==> src/rtl/alu_reservation_station_if.sv <==
// ----------------------------------------------------------------------------
// alu_reservation_station_if
// Bundles the reservation station's bus signals: global control (en, flush),
// the issue port (iss_*), the ALU common data bus snoop (cdb_*), the
// occupancy flag (full_o) and the dispatch port into the ALU (alu_*).
//   slave  : the reservation station. It consumes issue/CDB/control and
//            drives full_o and alu_*.
//   master : the environment. It drives issue/CDB/control and observes the
//            outputs.
// clk and rst_n are not part of the bundle; they stay plain module ports.
// ----------------------------------------------------------------------------
interface alu_reservation_station_if #(
    parameter int ROB_BIT = 4,
    parameter int DAT_W   = 32,
    parameter int OP_W    = 6,
    parameter int ADR_W   = 17
);
    // Global control
    logic               en;
    logic               flush;

    // Issue port
    logic               iss_en_i;
    logic [OP_W-1:0]    iss_op_i;
    logic               iss_ic_i;
    logic [ROB_BIT-1:0] iss_qd_i;
    logic               iss_rs_i;
    logic [ROB_BIT-1:0] iss_qs_i;
    logic [DAT_W-1:0]   iss_vs_i;
    logic               iss_rt_i;
    logic [ROB_BIT-1:0] iss_qt_i;
    logic [DAT_W-1:0]   iss_vt_i;
    logic [DAT_W-1:0]   iss_imm_i;
    logic [ADR_W-1:0]   iss_pc_i;
    logic               full_o;

    // ALU CDB snoop
    logic               cdb_en_i;
    logic [ROB_BIT-1:0] cdb_q_i;
    logic [DAT_W-1:0]   cdb_v_i;

    // Dispatch port
    logic               alu_en_o;
    logic [OP_W-1:0]    alu_op_o;
    logic               alu_ic_o;
    logic [ROB_BIT-1:0] alu_qd_o;
    logic [DAT_W-1:0]   alu_vs_o;
    logic [DAT_W-1:0]   alu_vt_o;
    logic [DAT_W-1:0]   alu_imm_o;
    logic [ADR_W-1:0]   alu_pc_o;

    modport slave (
        input  en, flush,
        input  iss_en_i, iss_op_i, iss_ic_i, iss_qd_i,
        input  iss_rs_i, iss_qs_i, iss_vs_i,
        input  iss_rt_i, iss_qt_i, iss_vt_i,
        input  iss_imm_i, iss_pc_i,
        output full_o,
        input  cdb_en_i, cdb_q_i, cdb_v_i,
        output alu_en_o, alu_op_o, alu_ic_o, alu_qd_o,
        output alu_vs_o, alu_vt_o, alu_imm_o, alu_pc_o
    );

    modport master (
        output en, flush,
        output iss_en_i, iss_op_i, iss_ic_i, iss_qd_i,
        output iss_rs_i, iss_qs_i, iss_vs_i,
        output iss_rt_i, iss_qt_i, iss_vt_i,
        output iss_imm_i, iss_pc_i,
        input  full_o,
        output cdb_en_i, cdb_q_i, cdb_v_i,
        input  alu_en_o, alu_op_o, alu_ic_o, alu_qd_o,
        input  alu_vs_o, alu_vt_o, alu_imm_o, alu_pc_o
    );
endinterface

==> src/rtl/alu_reservation_station.sv <==
// ----------------------------------------------------------------------------
// alu_reservation_station
// Buffers decoded ALU/branch/jump instructions until both operands are known,
// snoops the ALU CDB to wake pending operands, and dispatches at most one ready
// instruction per cycle into the ALU.
// Ports:
//   clk    : clock, rising edge
//   rst_n  : asynchronous active-low reset (drops every entry and the
//            dispatch register)
//   bus    : alu_reservation_station_if.slave carrying en/flush, issue
//            port, CDB snoop, full_o and the registered alu_* dispatch port
// Readiness is purely flag based; ROB tag 0 is an ordinary tag.
// ----------------------------------------------------------------------------
module alu_reservation_station #(
    parameter int RS_SIZE = 8,
    parameter int RS_BIT  = 3,
    parameter int ROB_BIT = 4,
    parameter int DAT_W   = 32,
    parameter int OP_W    = 6,
    parameter int ADR_W   = 17
) (
    input  logic                        clk,
    input  logic                        rst_n,
    alu_reservation_station_if.slave    bus
);

    // Entry storage
    logic [RS_SIZE-1:0] busy_r;
    logic [RS_SIZE-1:0] rs_r;
    logic [RS_SIZE-1:0] rt_r;
    logic [RS_SIZE-1:0] ic_r;
    logic [OP_W-1:0]    op_r  [RS_SIZE];
    logic [ROB_BIT-1:0] qd_r  [RS_SIZE];
    logic [ROB_BIT-1:0] qs_r  [RS_SIZE];
    logic [ROB_BIT-1:0] qt_r  [RS_SIZE];
    logic [DAT_W-1:0]   vs_r  [RS_SIZE];
    logic [DAT_W-1:0]   vt_r  [RS_SIZE];
    logic [DAT_W-1:0]   imm_r [RS_SIZE];
    logic [ADR_W-1:0]   pc_r  [RS_SIZE];

    // Registered dispatch port
    logic               alu_en_r;
    logic [OP_W-1:0]    alu_op_r;
    logic               alu_ic_r;
    logic [ROB_BIT-1:0] alu_qd_r;
    logic [DAT_W-1:0]   alu_vs_r;
    logic [DAT_W-1:0]   alu_vt_r;
    logic [DAT_W-1:0]   alu_imm_r;
    logic [ADR_W-1:0]   alu_pc_r;

    // Combinational selection / wakeup
    logic [RS_SIZE-1:0] ready_s;
    logic [RS_SIZE-1:0] wake_s_s;
    logic [RS_SIZE-1:0] wake_t_s;
    logic [RS_BIT-1:0]  free_idx_s;
    logic [RS_BIT-1:0]  disp_idx_s;
    logic               disp_vld_s;
    logic               full_s;
    logic               issue_s;
    logic               fwd_s_s;
    logic               fwd_t_s;

    assign full_s  = &busy_r;
    assign ready_s = busy_r & rs_r & rt_r;

    // Lowest free slot, lowest ready slot, and per-entry CDB tag matches
    always_comb begin
        free_idx_s = {RS_BIT{1'b0}};
        disp_idx_s = {RS_BIT{1'b0}};
        wake_s_s   = {RS_SIZE{1'b0}};
        wake_t_s   = {RS_SIZE{1'b0}};
        // Walking downwards leaves the lowest matching index in place.
        for (int i = RS_SIZE - 1; i >= 0; i--) begin
            free_idx_s = busy_r[i]  ? free_idx_s : RS_BIT'(i);
            disp_idx_s = ready_s[i] ? RS_BIT'(i) : disp_idx_s;
        end
        for (int i = 0; i < RS_SIZE; i++) begin
            wake_s_s[i] = busy_r[i] & ~rs_r[i] & bus.cdb_en_i & (qs_r[i] == bus.cdb_q_i);
            wake_t_s[i] = busy_r[i] & ~rt_r[i] & bus.cdb_en_i & (qt_r[i] == bus.cdb_q_i);
        end
    end

    assign disp_vld_s = |ready_s;
    assign issue_s    = bus.iss_en_i & ~full_s;
    // A same-cycle broadcast satisfies an operand that arrives not ready.
    assign fwd_s_s    = ~bus.iss_rs_i & bus.cdb_en_i & (bus.iss_qs_i == bus.cdb_q_i);
    assign fwd_t_s    = ~bus.iss_rt_i & bus.cdb_en_i & (bus.iss_qt_i == bus.cdb_q_i);

    // Entry state and dispatch register: reset, flush, then enabled update
    always_ff @(posedge clk or negedge rst_n) begin
        if (!rst_n) begin
            busy_r    <= {RS_SIZE{1'b0}};
            rs_r      <= {RS_SIZE{1'b0}};
            rt_r      <= {RS_SIZE{1'b0}};
            ic_r      <= {RS_SIZE{1'b0}};
            for (int i = 0; i < RS_SIZE; i++) begin
                op_r[i]  <= {OP_W{1'b0}};
                qd_r[i]  <= {ROB_BIT{1'b0}};
                qs_r[i]  <= {ROB_BIT{1'b0}};
                qt_r[i]  <= {ROB_BIT{1'b0}};
                vs_r[i]  <= {DAT_W{1'b0}};
                vt_r[i]  <= {DAT_W{1'b0}};
                imm_r[i] <= {DAT_W{1'b0}};
                pc_r[i]  <= {ADR_W{1'b0}};
            end
            alu_en_r  <= 1'b0;
            alu_op_r  <= {OP_W{1'b0}};
            alu_ic_r  <= 1'b0;
            alu_qd_r  <= {ROB_BIT{1'b0}};
            alu_vs_r  <= {DAT_W{1'b0}};
            alu_vt_r  <= {DAT_W{1'b0}};
            alu_imm_r <= {DAT_W{1'b0}};
            alu_pc_r  <= {ADR_W{1'b0}};
        end else if (bus.flush) begin
            // Flush does not wait for en: a misprediction must clear the window.
            busy_r    <= {RS_SIZE{1'b0}};
            alu_en_r  <= 1'b0;
            alu_op_r  <= {OP_W{1'b0}};
            alu_ic_r  <= 1'b0;
            alu_qd_r  <= {ROB_BIT{1'b0}};
            alu_vs_r  <= {DAT_W{1'b0}};
            alu_vt_r  <= {DAT_W{1'b0}};
            alu_imm_r <= {DAT_W{1'b0}};
            alu_pc_r  <= {ADR_W{1'b0}};
        end else if (bus.en) begin
            // Wakeup of waiting operands on busy entries
            for (int i = 0; i < RS_SIZE; i++) begin
                if (wake_s_s[i]) begin
                    rs_r[i] <= 1'b1;
                    vs_r[i] <= bus.cdb_v_i;
                end
                if (wake_t_s[i]) begin
                    rt_r[i] <= 1'b1;
                    vt_r[i] <= bus.cdb_v_i;
                end
            end

            // Dispatch uses readiness as registered at cycle start, so a
            // woken entry leaves one edge after its broadcast.
            if (disp_vld_s) begin
                alu_en_r           <= 1'b1;
                alu_op_r           <= op_r[disp_idx_s];
                alu_ic_r           <= ic_r[disp_idx_s];
                alu_qd_r           <= qd_r[disp_idx_s];
                alu_vs_r           <= vs_r[disp_idx_s];
                alu_vt_r           <= vt_r[disp_idx_s];
                alu_imm_r          <= imm_r[disp_idx_s];
                alu_pc_r           <= pc_r[disp_idx_s];
                busy_r[disp_idx_s] <= 1'b0;
            end else begin
                alu_en_r  <= 1'b0;
                alu_op_r  <= {OP_W{1'b0}};
                alu_ic_r  <= 1'b0;
                alu_qd_r  <= {ROB_BIT{1'b0}};
                alu_vs_r  <= {DAT_W{1'b0}};
                alu_vt_r  <= {DAT_W{1'b0}};
                alu_imm_r <= {DAT_W{1'b0}};
                alu_pc_r  <= {ADR_W{1'b0}};
            end

            // Issue targets a slot that was free at cycle start, so it never
            // collides with the dispatched or woken entries.
            if (issue_s) begin
                busy_r[free_idx_s] <= 1'b1;
                op_r[free_idx_s]   <= bus.iss_op_i;
                ic_r[free_idx_s]   <= bus.iss_ic_i;
                qd_r[free_idx_s]   <= bus.iss_qd_i;
                qs_r[free_idx_s]   <= bus.iss_qs_i;
                qt_r[free_idx_s]   <= bus.iss_qt_i;
                rs_r[free_idx_s]   <= bus.iss_rs_i | fwd_s_s;
                rt_r[free_idx_s]   <= bus.iss_rt_i | fwd_t_s;
                vs_r[free_idx_s]   <= fwd_s_s ? bus.cdb_v_i : bus.iss_vs_i;
                vt_r[free_idx_s]   <= fwd_t_s ? bus.cdb_v_i : bus.iss_vt_i;
                imm_r[free_idx_s]  <= bus.iss_imm_i;
                pc_r[free_idx_s]   <= bus.iss_pc_i;
            end
        end else begin
            // en low: the whole pipeline is frozen, everything holds.
            busy_r <= busy_r;
        end
    end

    assign bus.full_o    = full_s;
    assign bus.alu_en_o  = alu_en_r;
    assign bus.alu_op_o  = alu_op_r;
    assign bus.alu_ic_o  = alu_ic_r;
    assign bus.alu_qd_o  = alu_qd_r;
    assign bus.alu_vs_o  = alu_vs_r;
    assign bus.alu_vt_o  = alu_vt_r;
    assign bus.alu_imm_o = alu_imm_r;
    assign bus.alu_pc_o  = alu_pc_r;

endmodule
==> src/flat_wrapper.sv <==
// flat-port wrapper written by rule: the top's interface ports become plain ports
module alu_reservation_station_flat 
#(
    parameter int RS_SIZE = 8,
    parameter int RS_BIT  = 3,
    parameter int ROB_BIT = 4,
    parameter int DAT_W   = 32,
    parameter int OP_W    = 6,
    parameter int ADR_W   = 17
)
  (clk, rst_n, bus_en, bus_flush, bus_iss_en_i, bus_iss_op_i, bus_iss_ic_i, bus_iss_qd_i, bus_iss_rs_i, bus_iss_qs_i, bus_iss_vs_i, bus_iss_rt_i, bus_iss_qt_i, bus_iss_vt_i, bus_iss_imm_i, bus_iss_pc_i, bus_full_o, bus_cdb_en_i, bus_cdb_q_i, bus_cdb_v_i, bus_alu_en_o, bus_alu_op_o, bus_alu_ic_o, bus_alu_qd_o, bus_alu_vs_o, bus_alu_vt_o, bus_alu_imm_o, bus_alu_pc_o);
  alu_reservation_station_if #(.ROB_BIT(ROB_BIT), .DAT_W(DAT_W), .OP_W(OP_W), .ADR_W(ADR_W)) bus_i ();
  input  logic clk;
  input  logic rst_n;
  input wire logic [$bits(bus_i.en)-1:0] bus_en;
  input wire logic [$bits(bus_i.flush)-1:0] bus_flush;
  input wire logic [$bits(bus_i.iss_en_i)-1:0] bus_iss_en_i;
  input wire logic [$bits(bus_i.iss_op_i)-1:0] bus_iss_op_i;
  input wire logic [$bits(bus_i.iss_ic_i)-1:0] bus_iss_ic_i;
  input wire logic [$bits(bus_i.iss_qd_i)-1:0] bus_iss_qd_i;
  input wire logic [$bits(bus_i.iss_rs_i)-1:0] bus_iss_rs_i;
  input wire logic [$bits(bus_i.iss_qs_i)-1:0] bus_iss_qs_i;
  input wire logic [$bits(bus_i.iss_vs_i)-1:0] bus_iss_vs_i;
  input wire logic [$bits(bus_i.iss_rt_i)-1:0] bus_iss_rt_i;
  input wire logic [$bits(bus_i.iss_qt_i)-1:0] bus_iss_qt_i;
  input wire logic [$bits(bus_i.iss_vt_i)-1:0] bus_iss_vt_i;
  input wire logic [$bits(bus_i.iss_imm_i)-1:0] bus_iss_imm_i;
  input wire logic [$bits(bus_i.iss_pc_i)-1:0] bus_iss_pc_i;
  output wire logic [$bits(bus_i.full_o)-1:0] bus_full_o;
  input wire logic [$bits(bus_i.cdb_en_i)-1:0] bus_cdb_en_i;
  input wire logic [$bits(bus_i.cdb_q_i)-1:0] bus_cdb_q_i;
  input wire logic [$bits(bus_i.cdb_v_i)-1:0] bus_cdb_v_i;
  output wire logic [$bits(bus_i.alu_en_o)-1:0] bus_alu_en_o;
  output wire logic [$bits(bus_i.alu_op_o)-1:0] bus_alu_op_o;
  output wire logic [$bits(bus_i.alu_ic_o)-1:0] bus_alu_ic_o;
  output wire logic [$bits(bus_i.alu_qd_o)-1:0] bus_alu_qd_o;
  output wire logic [$bits(bus_i.alu_vs_o)-1:0] bus_alu_vs_o;
  output wire logic [$bits(bus_i.alu_vt_o)-1:0] bus_alu_vt_o;
  output wire logic [$bits(bus_i.alu_imm_o)-1:0] bus_alu_imm_o;
  output wire logic [$bits(bus_i.alu_pc_o)-1:0] bus_alu_pc_o;
  assign bus_i.en = bus_en;
  assign bus_i.flush = bus_flush;
  assign bus_i.iss_en_i = bus_iss_en_i;
  assign bus_i.iss_op_i = bus_iss_op_i;
  assign bus_i.iss_ic_i = bus_iss_ic_i;
  assign bus_i.iss_qd_i = bus_iss_qd_i;
  assign bus_i.iss_rs_i = bus_iss_rs_i;
  assign bus_i.iss_qs_i = bus_iss_qs_i;
  assign bus_i.iss_vs_i = bus_iss_vs_i;
  assign bus_i.iss_rt_i = bus_iss_rt_i;
  assign bus_i.iss_qt_i = bus_iss_qt_i;
  assign bus_i.iss_vt_i = bus_iss_vt_i;
  assign bus_i.iss_imm_i = bus_iss_imm_i;
  assign bus_i.iss_pc_i = bus_iss_pc_i;
  assign bus_full_o = bus_i.full_o;
  assign bus_i.cdb_en_i = bus_cdb_en_i;
  assign bus_i.cdb_q_i = bus_cdb_q_i;
  assign bus_i.cdb_v_i = bus_cdb_v_i;
  assign bus_alu_en_o = bus_i.alu_en_o;
  assign bus_alu_op_o = bus_i.alu_op_o;
  assign bus_alu_ic_o = bus_i.alu_ic_o;
  assign bus_alu_qd_o = bus_i.alu_qd_o;
  assign bus_alu_vs_o = bus_i.alu_vs_o;
  assign bus_alu_vt_o = bus_i.alu_vt_o;
  assign bus_alu_imm_o = bus_i.alu_imm_o;
  assign bus_alu_pc_o = bus_i.alu_pc_o;
  alu_reservation_station #(.RS_SIZE(RS_SIZE), .RS_BIT(RS_BIT), .ROB_BIT(ROB_BIT), .DAT_W(DAT_W), .OP_W(OP_W), .ADR_W(ADR_W)) u_core (.clk(clk), .rst_n(rst_n), .bus(bus_i));
endmodule
==> config.mk <==
export PLATFORM = sky130hd
export DESIGN_NAME = alu_reservation_station_flat
export DESIGN_NICKNAME = d
export VERILOG_FILES = /design/src/rtl/alu_reservation_station_if.sv /design/src/rtl/alu_reservation_station.sv /design/src/flat_wrapper.sv
export SDC_FILE = /design/constraint.sdc
export NUM_CORES = 2
export LEC_CHECK = 0
export ABC_AREA = 0
export BUFFER_PORTS_ARGS = -buffer_cell sky130_fd_sc_hd__buf_2
export CORE_AREA = 2 2 533 270
export DETAILED_ROUTE_END_ITERATION = 6
export DIE_AREA = 0 0 535 272
export GPL_TIMING_DRIVEN = 0
export PLACE_DENSITY = 0.59
export SLEW_MARGIN = 20
export SYNTH_ARGS = -nofsm -noshare
export SYNTH_HDL_FRONTEND = slang
export SYNTH_SLANG_ARGS = --single-unit
==> constraint.sdc <==
create_clock -name clk -period 2.4 [get_ports clk]
set_input_delay 0.36 -clock clk [delete_from_list [all_inputs] [get_ports clk]]
set_output_delay 0.36 -clock clk [all_outputs]
set_load 0.02 [all_outputs]
# Yosys cells after proc, flatten, opt, wreduce, memory -nomap -nowiden
# Cells that the tools add are included.
[totals]
register_bits = 1205
elab_cells = 382
[op_classes]
reduce_logical = 8
n_eq_ne = 18
order_cmp = 7
mux = 191
bitwise = 82
[op_table]
columns = ["cell", "n"]
rows = [
  ["32-bit 2-to-1 mux", 66],
  ["256-bit bitwise mux", 3],
  ["256-bit 2-to-1 mux", 2],
  ["32-bit binary-select mux with 3-bit select", 3],
  ["136-bit bitwise mux", 1],
  ["17-bit 2-to-1 mux", 6],
  ["32-bit bitwise mux", 3],
  ["32-bit demux with 3-bit select", 1],
  ["4-bit equality test", 18],
  ["8-bit 2-to-1 mux", 8],
  ["1-bit 2-to-1 mux", 57],
  ["1-bit bitwise AND", 53],
  ["17-bit binary-select mux with 3-bit select", 1],
  ["17-bit demux with 3-bit select", 1],
  ["48-bit bitwise mux", 1],
  ["3-bit 2-to-1 mux", 16],
  ["6-bit 2-to-1 mux", 6],
  ["8-bit bitwise AND", 3],
  ["8-bit bitwise mux", 3],
  ["4-bit 2-to-1 mux", 6],
  ["1-bit inverter", 20],
  ["6-bit binary-select mux with 3-bit select", 1],
  ["6-bit demux with 3-bit select", 1],
  ["4-bit binary-select mux with 3-bit select", 1],
  ["other kinds (17)", 25],
]

# Depth between registers and ports, before layout
[logic_depth]
word_depth = 23
depth_mapped = 10
depth_no_buf = 6

# Worst setup path before layout
# No wires, ideal clock.
[synth_path]
kind = "flip-flop to flip-flop"
from = "register u_core.busy_r[1]"
to = "register u_core.ic_r[7]"
arrival_time_ns = 1.957
setup_slack_ns = 0.318
t_required_ns = 2.275
path_stages_with_launch = 9
setup_ns = 0.125
synth_period_minus_slack_ns = 2.082
path_cell_list = "dfrtp_1 > buf_2 > nand4_2 > nor4b_1 > o211a_1 > and2_1 > buf_2 > buf_6 > mux2_2"
[synth_between]
elab_chain_len = 7
[synth_lines]
columns = ["item", "line_no", "rtl"]
rows = [
  ["start, declared", "alu_reservation_station.sv:28", "logic [RS_SIZE-1:0] busy_r;"],
  ["start signal, assigned", "alu_reservation_station.sv:92", "busy_r <= {RS_SIZE{1'b0}};"],
  ["start signal, assigned", "alu_reservation_station.sv:116", "busy_r <= {RS_SIZE{1'b0}};"],
  ["start signal, assigned", "alu_reservation_station.sv:179", "busy_r <= busy_r;"],
  ["3-bit 2-to-1 mux (2 in series)", "alu_reservation_station.sv:74", "free_idx_s = busy_r[i] ? free_idx_s : RS_BIT'(i);"],
  ["3-bit by 4-bit less-than comparator with 1-bit output (not written as such) or 3-bit by 1-bit greater-or-equal comparator with 1-bit output (tied branches)", "alu_reservation_station.sv:166", "ic_r[free_idx_s] <= bus.iss_ic_i;"],
  ["1-bit logical AND (not written as such)", "alu_reservation_station.sv:166", ""],
  ["1-bit 2-to-1 mux (not written as such)", "alu_reservation_station.sv:166", ""],
  ["1-bit demux with 3-bit select", "--", ""],
  ["8-bit bitwise mux", "alu_reservation_station.sv:166", ""],
  ["end signal, assigned", "alu_reservation_station.sv:95", "ic_r <= {RS_SIZE{1'b0}};"],
  ["end signal, assigned by index", "alu_reservation_station.sv:166", ""],
  ["end, declared", "alu_reservation_station.sv:31", "logic [RS_SIZE-1:0] ic_r;"],
]
# Several ways; a longest one is shown, not always the timed one.
# A chain may end at the register's enable or synchronous reset.

# Final worst setup path
[layout_path]
from = "register u_core.rt_r[7]"
to = "register u_core.alu_vt_r[8], in the netlist u_core.bus.alu_vt_o[8]"
[layout_between]
elab_chain_len = 16
[layout_lines]
columns = ["item", "line_no", "rtl"]
rows = [
  ["start, declared", "alu_reservation_station.sv:30", "logic [RS_SIZE-1:0] rt_r;"],
  ["start signal, assigned", "alu_reservation_station.sv:94", "rt_r <= {RS_SIZE{1'b0}};"],
  ["start signal, assigned by index", "alu_reservation_station.sv:171", "rt_r[free_idx_s] <= bus.iss_rt_i | fwd_t_s;"],
  ["8-bit bitwise AND (*)", "alu_reservation_station.sv:64", "assign ready_s = busy_r & rs_r & rt_r;"],
  ["3-bit 2-to-1 mux (8 in series)", "alu_reservation_station.sv:75", "disp_idx_s = ready_s[i] ? RS_BIT'(i) : disp_idx_s;"],
  ["3-bit inverter with 4-bit output (not written as such)", "alu_reservation_station.sv:146", "alu_vt_r <= vt_r[disp_idx_s];"],
  ["32-bit binary-select mux with 3-bit select", "alu_reservation_station.sv:146", ""],
  ["32-bit 2-to-1 mux (not written as such) (2 in series)", "alu_reservation_station.sv:146", ""],
  ["32-bit 2-to-1 mux (*)", "alu_reservation_station.sv:140", "if (disp_vld_s) begin"],
  ["32-bit 2-to-1 mux (*)", "alu_reservation_station.sv:125", "end else if (bus.en) begin"],
  ["32-bit 2-to-1 mux (*)", "alu_reservation_station.sv:114", "end else if (bus.flush) begin"],
  ["end signal, assigned", "alu_reservation_station.sv:111", "alu_vt_r <= {DAT_W{1'b0}};"],
  ["end signal, assigned", "alu_reservation_station.sv:122", "alu_vt_r <= {DAT_W{1'b0}};"],
  ["end signal, assigned", "alu_reservation_station.sv:146", ""],
  ["end, declared", "alu_reservation_station.sv:47", "logic [DAT_W-1:0] alu_vt_r;"],
]
# Mark *: on every way between the ends. The rest lies on a longest branch, timed or not. The select of a mux whose other input is x is not followed.

==> metrics.json <==
{
  "placed_standard_cell_area": {"value": 60300, "unit": "um^2"},
  "synth_top_flop_cell": {"value": "sky130_fd_sc_hd__dfrtp_1"},
  "route.detailed.vias_per_inst": {"value": 6.41},
  "static_leak": {"value": 32.7, "unit": "nW"},
  "share_comb_of_total_power": {"value": 10.7, "unit": "%"},
  "placement.io_buffers": {"value": 288},
  "final.hold.worst_slack": {"value": -0.322, "unit": "ns"},
  "cts_tree": {"value": "yes"},
  "final_number_of_hold_violating_endpoints": {"value": 129},
  "firstDrtPassIters": {"value": 7},
  "layout_cells_sized_above_1": {"value": 33.3, "unit": "%"},
  "dieArea": {"value": 146000, "unit": "um^2"},
  "fin_worst_skew": {"value": 0.0268, "unit": "ns"},
  "finalWirelength": {"value": 255000, "unit": "um"},
  "grt_pass1_vias": {"value": 47842},
  "layout.filler_cells": {"value": 12527},
  "grt_start_max_net_pins": {"value": 137},
  "post_cts_hold_buffer_count": {"value": 61},
  "power.switching": {"value": 12.6, "unit": "mW"},
  "detailroute.via_count": {"value": 50615},
  "max_stage_delay": {"value": 0.54, "unit": "ns"},
  "period_minus_slack": {"value": 2.62, "unit": "ns"},
  "cp_cell_sequence": {"value": "nand3_1, o211ai_1, buf_4, a21oi_4, buf_6, clkbuf_16, buf_6, a221oi_4, a32o_1"},
  "synth_seq_cells": {"value": 1205},
  "grt_setup_unrepaired": {"value": "yes"},
  "synth.yosys.warnings": {"value": 0},
  "remaining_drc_errors": {"value": 4},
  "cp_data_required_time": {"value": 3.08, "unit": "ns"},
  "power.share.clock": {"value": 41.9, "unit": "%"},
  "initial_antenna_violation_count": {"value": 27},
  "number_of_enable_type_register_cells_in_the_synthesized_netlist": {"value": 0},
  "clock-root-buffer": {"value": "sky130_fd_sc_hd__clkbuf_16"},
  "timing_max_transition_violations_final": {"value": 0},
  "drv.max_cap_violation_count": {"value": 0},
  "clk_transition_reported_paths": {"value": 0.07, "unit": "ns"},
  "syn_avg_cell_area": {"value": 10.6, "unit": "um^2"},
  "critical_path_peak_fanout": {"value": 10},
  "grt_usage": {"value": 33.8, "unit": "%"},
  "clk_latency": {"value": 0.77, "unit": "ns"},
  "timing.reg2reg.worst_path_depth": {"value": 9},
  "fin_nets": {"value": 6071},
  "multiInputGateArea": {"value": 25900, "unit": "um^2"},
  "initialDrtViolationCount": {"value": 7282},
  "layout_worst_path_cycle_share": {"value": 109, "unit": "%"},
  "ys_seq_area_share": {"value": 53.8, "unit": "%"},
  "slowest_stage": {"value": "sky130_fd_sc_hd__dfrtp_2"},
  "hpwlAfterDp": {"value": 179000, "unit": "um"},
  "detail_route.wl_per_cell": {"value": 32.3, "unit": "um"},
  "worst_slew_pin_slew": {"value": 1.26, "unit": "ns"},
  "final_antenna_net_count": {"value": 0},
  "dp_slack": {"value": -1.54, "unit": "ns"},
  "status": {"value": "complete, but fails checks"},
  "setup_viol": {"value": 133},
  "dieHeight": {"value": 272, "unit": "um"},
  "arrival": {"value": 3.30, "unit": "ns"},
  "final_area": {"value": 70800, "unit": "um^2"},
  "num_io_pins": {"value": 302},
  "crit_path_setup_slack_layout": {"value": -0.218, "unit": "ns"},
  "seq_area": {"value": 30200, "unit": "um^2"},
  "power.ir.vdd_worst": {"value": 0.592, "unit": "mV"},
  "chipWidth": {"value": 535, "unit": "um"},
  "internal-power": {"value": 34.9, "unit": "mW"},
  "power.share.switching": {"value": 26.5, "unit": "%"},
  "share_seq_of_total_power": {"value": 47.3, "unit": "%"},
  "timing.hold.worst.class": {"value": "input port to asynchronous set/reset pin"},
  "cell_area_after_synthesis": {"value": 56000, "unit": "um^2"},
  "ctsLongestPathBuffers": {"value": 3},
  "syn_to_final_growth": {"value": 26.3, "unit": "%"},
  "grt_first_pass_wirelength": {"value": 356000, "unit": "um"},
  "critical_setup_path_kind": {"value": "flip-flop to flip-flop"},
  "synth_net_count": {"value": 5451},
  "final_cell_mix": {"value": "sky130_fd_sc_hd__dfrtp_1 (1196), sky130_fd_sc_hd__nand2_1 (634), sky130_fd_sc_hd__mux2_2 (545), sky130_fd_sc_hd__o22ai_1 (542), sky130_fd_sc_hd__nor2_1 (441)"},
  "synth-async-reset-ratio": {"value": 100, "unit": "%"},
  "postSynthCellCount": {"value": 5275},
  "worstSetupEndpointType": {"value": "flip-flop"},
  "critical_path.startpoint_type": {"value": "flip-flop"},
  "worst_rel_slew_slack": {"value": 16.3, "unit": "%"},
  "layout.cells.most_common": {"value": "sky130_fd_sc_hd__dfrtp_1"},
  "start_util": {"value": 39.6, "unit": "%"},
  "floorplan.core_area": {"value": 141000, "unit": "um^2"},
  "cp_common_cell": {"value": "sky130_fd_sc_hd__buf_6"},
  "tritoncts.num_buffers": {"value": 114},
  "grt_remaining_overflow": {"value": 0},
  "timing.fmax": {"value": 382, "unit": "MHz"},
  "powerDensity": {"value": 671, "unit": "nW/um^2"},
  "clkSinkCount": {"value": 1205},
  "h-tree-depth": {"value": 3},
  "post-route-util": {"value": 50.1, "unit": "%"},
  "synth_cell_type_count": {"value": 62},
  "gp_congestion": {"value": 0.993},
  "finalSetupTns": {"value": -6.48, "unit": "ns"},
  "failed_checks": {"value": "DRC, hold timing, setup timing"},
  "floorplan.rows": {"value": 98}
}
==> Yosys cell counts (all sizes together), types with 6 or more instances <==
| library cell | count | area, um^2 |
|---|---|---|
| a21oi | 416 | 2100 |
| a221oi | 118 | 1030 |
| a22oi | 7 | 52.6 |
| a31oi | 6 | 37.5 |
| a32o | 123 | 1230 |
| and2 | 6 | 37.5 |
| and3 | 6 | 37.5 |
| buf | 203 | 1100 |
| clkbuf | 302 | 1130 |
| dfrtp | 1205 | 30200 |
| inv | 6 | 22.5 |
| mux2 | 607 | 6980 |
| nand2 | 644 | 2420 |
| nand3 | 259 | 1300 |
| nand4 | 14 | 93.8 |
| nor2 | 455 | 1710 |
| nor3 | 17 | 105 |
| o211ai | 8 | 60.1 |
| o21ai | 6 | 37.5 |
| o221a | 128 | 1440 |
| o22ai | 629 | 3940 |
| xnor2 | 50 | 438 |
| xor2 | 19 | 166 |
==> critical path, delay by kind of cell (launching register included) <==
family                 cells  cell delay [ns]
buffers and inverters      4             0.70
AOI/OAI and AO/OA          4             1.07
and+or+nand+nor            1             0.21
DFF                        1             0.54
==> power by group through the flow <==
stage                     Sequential [mW]  Combinational (mW)  Clock, mW
after floorplan                      22.6                2.55          0
after global routing                 22.6                5.47       20.8
final                                22.5                5.09       19.9
after global placement               22.8                4.38          0
after CTS                            22.4                4.83       19.9
after detailed placement             22.8                4.58          0
==> metrics by stage <==
step                power, mW  std cells
detailed placement       27.4       7478
global placement         27.2       7463
finish                   47.5       7891
global route             48.8       7889
floorplan                25.2       5275
CTS                      47.2       7846
==> area by class of cell <==
cell class              instances  area share [%]
flip-flops and latches       1205            42.6
multi-input cells            3559            36.6
repair buffers                518            6.25
plain buffers                 491            5.49
clock buffers                 160            4.71
well taps                    1900            3.36
clock inverters                43           0.893
inverters                       6          0.0318
diodes                          9          0.0318
==> logic make-up after synthesis <==
| logic type | count (synthesis) | share of synthesized area [%] |
|---|---|---|
| buffers and inverters | 511 | 4.03 |
| AND/OR/NAND/NOR | 1419 | 10.5 |
| flip-flops | 1205 | 53.8 |
| XOR/XNOR | 69 | 1.08 |
| AO/OA/AOI/OAI | 1463 | 18.1 |
| multiplexers | 608 | 12.5 |
==> path summary, 6_finish.rpt <==
kind,startpoint,to,slack (ns)
setup / recovery,u_core.rt_r[7],u_core.bus.alu_vt_o[8],-0.22
hold / removal,rst_n,u_core.bus.alu_imm_o[13],-0.32
setup reg to reg,u_core.rt_r[7],u_core.bus.alu_vt_o[8],-0.22
hold reg to reg,u_core.bus.alu_en_o,u_core.bus.alu_en_o,0.48
max in group asynchronous,rst_n,u_core.vs_r[200],0.40
min in group clk,bus_iss_op_i[4],u_core.op_r[34],0.02
==> state kept, by name, summed over array words and instances (netlist names), 32 cells and up <==
name	flops
u_core.qt_r	32
u_core.qs_r	32
u_core.vs_r	256
u_core.op_r	48
u_core.bus.alu_vs_o	32
u_core.imm_r	256
u_core.qd_r	32
u_core.vt_r	256
u_core.bus.alu_vt_o	32
u_core.pc_r	136
u_core.bus.alu_imm_o	32
==> what timing repair did <==
action	4_1_cts	5_1_grt
setup endpoints to repair	1304	970
endpoints found under the hold margin	575	129
gates cloned	6	15
gates resized for setup	708	420
setup buffers	104	36
pin swaps	114	93
==> per-layer routing <==
layer / share of wire, % / up-vias / track usage (%)
met5: 0.33 / - / 2.15
met1: 44 / 26022 / 51.1
met2: 37 / 3353 / 41.8
li1: - / 20788 / -
met4: 2.8 / 18 / 8.64
met3: 16 / 434 / 16.1
No activity file was read; power rests on OpenSTA's default activity.
